`config.mk`:
```
export PLATFORM = sky130hd
export DESIGN_NAME = rc4_memory_bank
export DESIGN_NICKNAME = d
export VERILOG_FILES = /design/src/rtl/rc4_memory_bank.sv
export SDC_FILE = /design/constraint.sdc
export NUM_CORES = 2
export LEC_CHECK = 0
export CAP_MARGIN = 40
export CORE_MARGIN = 3
export CORE_UTILIZATION = 35
export CTS_CLUSTER_DIAMETER = 50
export CTS_CLUSTER_SIZE = 28
export DETAILED_ROUTE_END_ITERATION = 7
export GPL_TIMING_DRIVEN = 0
export PLACE_DENSITY_LB_ADDON = 0.08
export SETUP_SLACK_MARGIN = 0.5
export SLEW_MARGIN = 5
export SYNTH_ARGS = -nofsm -noshare
export SYNTH_HDL_FRONTEND = slang
export SYNTH_SLANG_ARGS = --single-unit
```
`constraint.sdc`:
```
create_clock -name clk -period 3.9 [get_ports clk]
set_clock_uncertainty 0.15 [all_clocks]
set_input_delay 0.585 -clock clk [delete_from_list [all_inputs] [get_ports clk]]
set_output_delay 0.585 -clock clk [all_outputs]
set_load 0.005 [all_outputs]
```
`src/rtl/rc4_memory_bank.sv`:
```
// -----------------------------------------------------------------------------
// rc4_memory_bank
//
// Memory subsystem of the RC4 decryption circuit. It holds three independent
// single-port synchronous memories that share one clock:
//   - S array       : S_DEPTH x DATA_W, read/write (RC4 state permutation)
//   - encrypted ROM : MSG_DEPTH x DATA_W, read-only, loaded at elaboration
//   - decrypted RAM : MSG_DEPTH x DATA_W, read/write
//
// Every port registers its address on the rising edge. Read data is looked up
// from the registered address, so q is valid one cycle after the address is
// presented. A write updates the array at the same edge, which makes a read of
// the location being written return the new data.
//
// Ports:
//   clk          in   clock, rising-edge active
//   rst          in   asynchronous active-low reset (forces all q to 0)
//   s_address    in   S read/write address
//   s_data       in   S write data
//   s_wren       in   S write enable
//   s_q          out  S read data
//   enc_address  in   encrypted ROM address (low bits used, aliases)
//   enc_q        out  encrypted ROM read data
//   dec_address  in   decrypted RAM address (low bits used, aliases)
//   dec_data     in   decrypted RAM write data
//   dec_wren     in   decrypted RAM write enable
//   dec_q        out  decrypted RAM read data
//
// ENC_INIT_IMAGE supplies the ROM contents; words it leaves unset read 0.
// -----------------------------------------------------------------------------
module rc4_memory_bank #(
  parameter int                          S_DEPTH        = 256,
  parameter int                          MSG_DEPTH      = 32,
  parameter string                       ENC_INIT_FILE  = "enc_message.hex",
  parameter int                          DATA_W         = 8,
  parameter logic [MSG_DEPTH*DATA_W-1:0] ENC_INIT_IMAGE = '0
) (
  input  logic              clk,
  input  logic              rst,
  input  logic [7:0]        s_address,
  input  logic [DATA_W-1:0] s_data,
  input  logic              s_wren,
  output logic [DATA_W-1:0] s_q,
  input  logic [7:0]        enc_address,
  output logic [DATA_W-1:0] enc_q,
  input  logic [7:0]        dec_address,
  input  logic [DATA_W-1:0] dec_data,
  input  logic              dec_wren,
  output logic [DATA_W-1:0] dec_q
);

  localparam int S_AW   = $clog2(S_DEPTH);
  localparam int MSG_AW = $clog2(MSG_DEPTH);

  typedef logic [MSG_DEPTH*DATA_W-1:0] enc_image_t;

  // Storage. S and decrypted RAM power up cleared; ROM comes from the image.
  logic [DATA_W-1:0] s_mem   [S_DEPTH]   = '{default: '0};
  logic [DATA_W-1:0] dec_mem [MSG_DEPTH] = '{default: '0};
  enc_image_t        enc_rom;

  assign enc_rom = ENC_INIT_IMAGE;

  // Registered addresses plus a flag that keeps q at zero from reset until
  // the first edge after release has captured a real address.
  logic [S_AW-1:0]   s_addr_q;
  logic [MSG_AW-1:0] enc_addr_q;
  logic [MSG_AW-1:0] dec_addr_q;
  logic              rd_vld_q;

  // Message memories only decode the low address bits; upper bits alias.
  logic unused_addr_bits;
  assign unused_addr_bits = ^{enc_address[7:MSG_AW], dec_address[7:MSG_AW]};

  // NOTE: sequential state uses non-blocking assignments so every register
  // samples pre-edge values regardless of process evaluation order.
  always_ff @(posedge clk or negedge rst) begin
    if (!rst) begin
      s_addr_q   <= '0;
      enc_addr_q <= '0;
      dec_addr_q <= '0;
      rd_vld_q   <= 1'b0;
    end else begin
      s_addr_q   <= s_address[S_AW-1:0];
      enc_addr_q <= enc_address[MSG_AW-1:0];
      dec_addr_q <= dec_address[MSG_AW-1:0];
      rd_vld_q   <= 1'b1;
    end
  end

  // NOTE: the arrays sit in a clock-only process with no reset branch, so
  // they map onto block RAM and keep their contents across reset. Writes are
  // blocked while rst is low by qualifying the enable. An X enable takes the
  // false branch in simulation, i.e. no write.
  always_ff @(posedge clk) begin
    if (rst && s_wren) begin
      s_mem[s_address[S_AW-1:0]] <= s_data;
    end
    if (rst && dec_wren) begin
      dec_mem[dec_address[MSG_AW-1:0]] <= dec_data;
    end
  end

  // Lookup from the registered address: one cycle latency, and a write at
  // the same edge is already visible (write-through).
  assign s_q   = rd_vld_q ? s_mem[s_addr_q]                       : '0;
  assign enc_q = rd_vld_q ? enc_rom[enc_addr_q*DATA_W +: DATA_W] : '0;
  assign dec_q = rd_vld_q ? dec_mem[dec_addr_q]                   : '0;

endmodule

```
==> reports/metrics.cfg <==
[finish]
areaGrowthSynthToFinish_pct = 26.35
final_cell_area_mm2 = 0.1148
drive_above_1_share_pct = 35.36
final_net_count = 5366
fillers = 22060
multiInputGateArea_mm2 = 0.02101
seqCellArea_mm2 = 0.06954

[sta]
final_hold_viol_count = 0
finalSetupViolations = 16
final_min_period_over_clock_period_pct = 134.7
fin_tns_setup_ns = -11.19
grt_setup_unrepaired = true
worst_slew_pin_slew_ns = 0.9970
slew-limit-headroom_pct = 33.53
number_of_pins_exceeding_their_max_slew_limit_in_the_final_report = 0
setup_ws_ns = -1.354
max_freq_mhz = 190.3
final.hold.worst_slack_ns = 0.05792
timing.final.crit_period_ns = 5.254

[clocking]
h-tree-depth = 5
cts.sink_count = 2318
num_cts_buffers = 301
cts.root.buffer_cell = sky130_fd_sc_hd__clkbuf_16
clkSlewWorstSetupHoldPaths_ns = 0.06
clock_tree_from_tritoncts = yes
cts.path.max_buffers = 4

[yosys]
synth_top_area_share_pct = 76.15
top_reg_cell_synth = sky130_fd_sc_hd__edfxtp_1
postSynthAreaPerCell_um2 = 20.43
synth-async-reset-ratio_pct = 0.6040
syn-instance-count = 4446
portion_of_netlist_area_occupied_by_mux_cells_pct = 14.72
synthSimpleGateAreaFrac_pct = 3.302
yosysWarningCount = 0
synth_most_common_cell = sky130_fd_sc_hd__edfxtp_1
synth_edf_count = 2304
post_synth_most_frequent_cells = 2304 x sky130_fd_sc_hd__edfxtp_1, 399 x sky130_fd_sc_hd__mux4_2, 346 x sky130_fd_sc_hd__nor2_1
synth.largest_area_cell = sky130_fd_sc_hd__edfxtp_1
synth_top_family_by_area = multiplexers
synthAdderAreaFrac_pct = 0
synth_cell_types = 66
compound_gate_portion_of_the_synthesized_area_pct = 3.209
synthTopCellsByArea = sky130_fd_sc_hd__edfxtp_1 76%, sky130_fd_sc_hd__mux4_2 9.9%, sky130_fd_sc_hd__mux2i_1 3.5%
synth-seq-area-share_pct = 76.54
synth-seq-cells = 2318
post_synth_instance_area_mm2 = 0.09085
xor_xnor_share_of_the_synthesized_area_pct = 0

[floorplanning]
die_width_um = 515.5
floorplan.initialDensity_pct = 35.27
die_area_mm2 = 0.2657
floorplan.core_area_mm2 = 0.2576
floorplan.die.height_um = 515.5
io_pins = 68
rows = 186

[critical_path]
crit_required_ns = 3.16
crit_path_cell_trace = buf_12, nand2b_4, buf_8, buf_6, clkbuf_8, o221ai_2, o22ai_2, a221oi_2, nand4_1, o22ai_4, buf_6
path_max_fanout = 10
most_repeated_library_cell_on_the_critical_path = sky130_fd_sc_hd__buf_6
worst_ep_arrival_time_ns = 4.52
crit_type = flip-flop to primary output
critPathLaunchType = flip-flop
critical_path.top_delay_family = compound AO/OA/AOI/OAI gates
worst_setup_path_end_kind = primary output
worstPathBufferInverterCount = 5
max_stage_delay_ns = 0.59
crit_slowest_cell = sky130_fd_sc_hd__o22ai_4

[route]
post-route-drc-count = 0
detail_route.vias_per_cell = 5.870
drt_iter0_markers = 7681
wl_um = 381000
antenna_left = 0
detailedRoute.firstPassIterationCount = 6
detailroute.via_count = 52480
detail_route.wl_per_cell_um = 42.62

[global_route]
global_route_congestion_overflow_total = 0
grt_pass1_wl_um = 496800
grt_antenna_before_repair = 32
largest_net_degree_at_the_start_of_global_routing = 133
first_global_vias = 50870
grt_usage_pct = 28.45

[outcome]
status = finished with violations
failed_checks = negative setup slack

[power]
static_leakage_nw = 37.79
peakVddDrop_mv = 0.5163
power_per_cell_area_mw_per_mm2 = 523.2

[min_path]
hold_path.class = primary input to flip-flop

[placement]
io_buffers = 48
detailed_place_hpwl_um = 257500
dpl-instance-area_mm2 = 0.09908
routabilityCongestion = 0.9603

[run]
drv.max_cap_violation_count = 0

## area by class of cell
| class | instances | area share (%) |
|---|---|---|
| Tap cell | 3384 | 3.688 |
| Inverter | 2 | 0.008720 |
| Sequential cell | 2318 | 60.58 |
| Antenna cell | 7 | 0.01526 |
| Buffer | 265 | 3.254 |
| Clock buffer | 327 | 6.831 |
| Multi-Input combinational cell | 1868 | 18.30 |
| Timing Repair Buffer | 566 | 5.351 |
| Clock inverter | 203 | 1.974 |
## power by group
group | internal, W | total, W | switching (W)
combinational | 0.00149 | 0.00433 | 0.00284
clock | 0.0165 | 0.0283 | 0.0117
sequential | 0.0274 | 0.0275 | 0.0000172
## placed cells by master (no fill, tap or decap), types with 26 or more instances in the layout
| cell | count |
|---|---|
| sky130_fd_sc_hd__clkbuf_8 | 26 |
| sky130_fd_sc_hd__mux2i_1 | 307 |
| sky130_fd_sc_hd__buf_6 | 92 |
| sky130_fd_sc_hd__a22oi_1 | 50 |
| sky130_fd_sc_hd__mux4_2 | 404 |
| sky130_fd_sc_hd__inv_6 | 50 |
| sky130_fd_sc_hd__nor3_1 | 46 |
| sky130_fd_sc_hd__o221ai_1 | 37 |
| sky130_fd_sc_hd__clkinv_4 | 29 |
| sky130_fd_sc_hd__buf_16 | 85 |
| sky130_fd_sc_hd__o22ai_1 | 60 |
| sky130_fd_sc_hd__buf_4 | 345 |
| sky130_fd_sc_hd__clkbuf_1 | 47 |
| sky130_fd_sc_hd__a211oi_1 | 29 |
| sky130_fd_sc_hd__inv_8 | 26 |
| sky130_fd_sc_hd__edfxtp_1 | 2304 |
| sky130_fd_sc_hd__nor2_2 | 46 |
| sky130_fd_sc_hd__nor2_1 | 291 |
| sky130_fd_sc_hd__nand2_1 | 119 |
| sky130_fd_sc_hd__buf_12 | 79 |
| sky130_fd_sc_hd__buf_8 | 58 |
| sky130_fd_sc_hd__mux4_1 | 39 |
| sky130_fd_sc_hd__o221ai_2 | 29 |
| sky130_fd_sc_hd__buf_2 | 29 |
| sky130_fd_sc_hd__clkbuf_16 | 320 |
| sky130_fd_sc_hd__nand3_1 | 27 |
| sky130_fd_sc_hd__clkinvlp_4 | 29 |
| sky130_fd_sc_hd__a21oi_1 | 48 |
## per-layer routing
layer	wire length [um]	GRT usage (%)	up-vias
met3	34940	6.920	716
met5	64	0	-
met1	154700	38.87	28480
li1	-	-	20380
met2	169400	42.75	2898
met4	21850	13.64	10
## final timing paths
| kind | start | endpoint | depth (start not counted) |
|---|---|---|---|
| setup / recovery | s_addr_q[1] | s_q[1] | 11 |
| hold / removal | dec_data[4] | dec_mem[20][4] | 1 |
| max in group asynchronous | rst | s_addr_q[0] | 3 |
| min in group asynchronous | rst | dec_addr_q[1] | 3 |
## logic make-up (layout without fill, tap and decap cells)
logic type	after synthesis	count (layout)
AO/OA/AOI/OAI	409	409
AND/OR/NAND/NOR	684	684
multiplexers	766	766
buffers and inverters	267	1363
flip-flops	2318	2318
other	2	16
## what timing repair did
item	4_1_cts	5_1_grt
hold endpoints to repair	141	1
pin swaps	69	50
hold buffers	9	1
gates cloned	7	1
gates resized for setup	754	102
endpoints found under the setup margin	882	409
setup buffers	145	44
## state kept, by name (all words and copies together) (netlist names)
| register | flops |
|---|---|
| dec_mem | 256 |
| s_addr_q | 8 |
| dec_addr_q | 5 |
| s_mem | 2048 |
| rd_vld_q | 1 |
## metrics by stage
step           util, %  worst slack, ns  cells  power [W]
2_1_floorplan        -           0.9938   4453    0.02935
3_3_place_gp     37.11           -6.540   7885    0.03168
3_5_place_dp     38.46           -2.412   8192    0.03157
4_1_cts          44.19           -1.259   8883    0.06023
5_1_grt          44.55           -1.303   8934    0.06144
6_report         44.56           -1.354   8940    0.06006
Note: power is estimated with default switching activity, not from simulation.
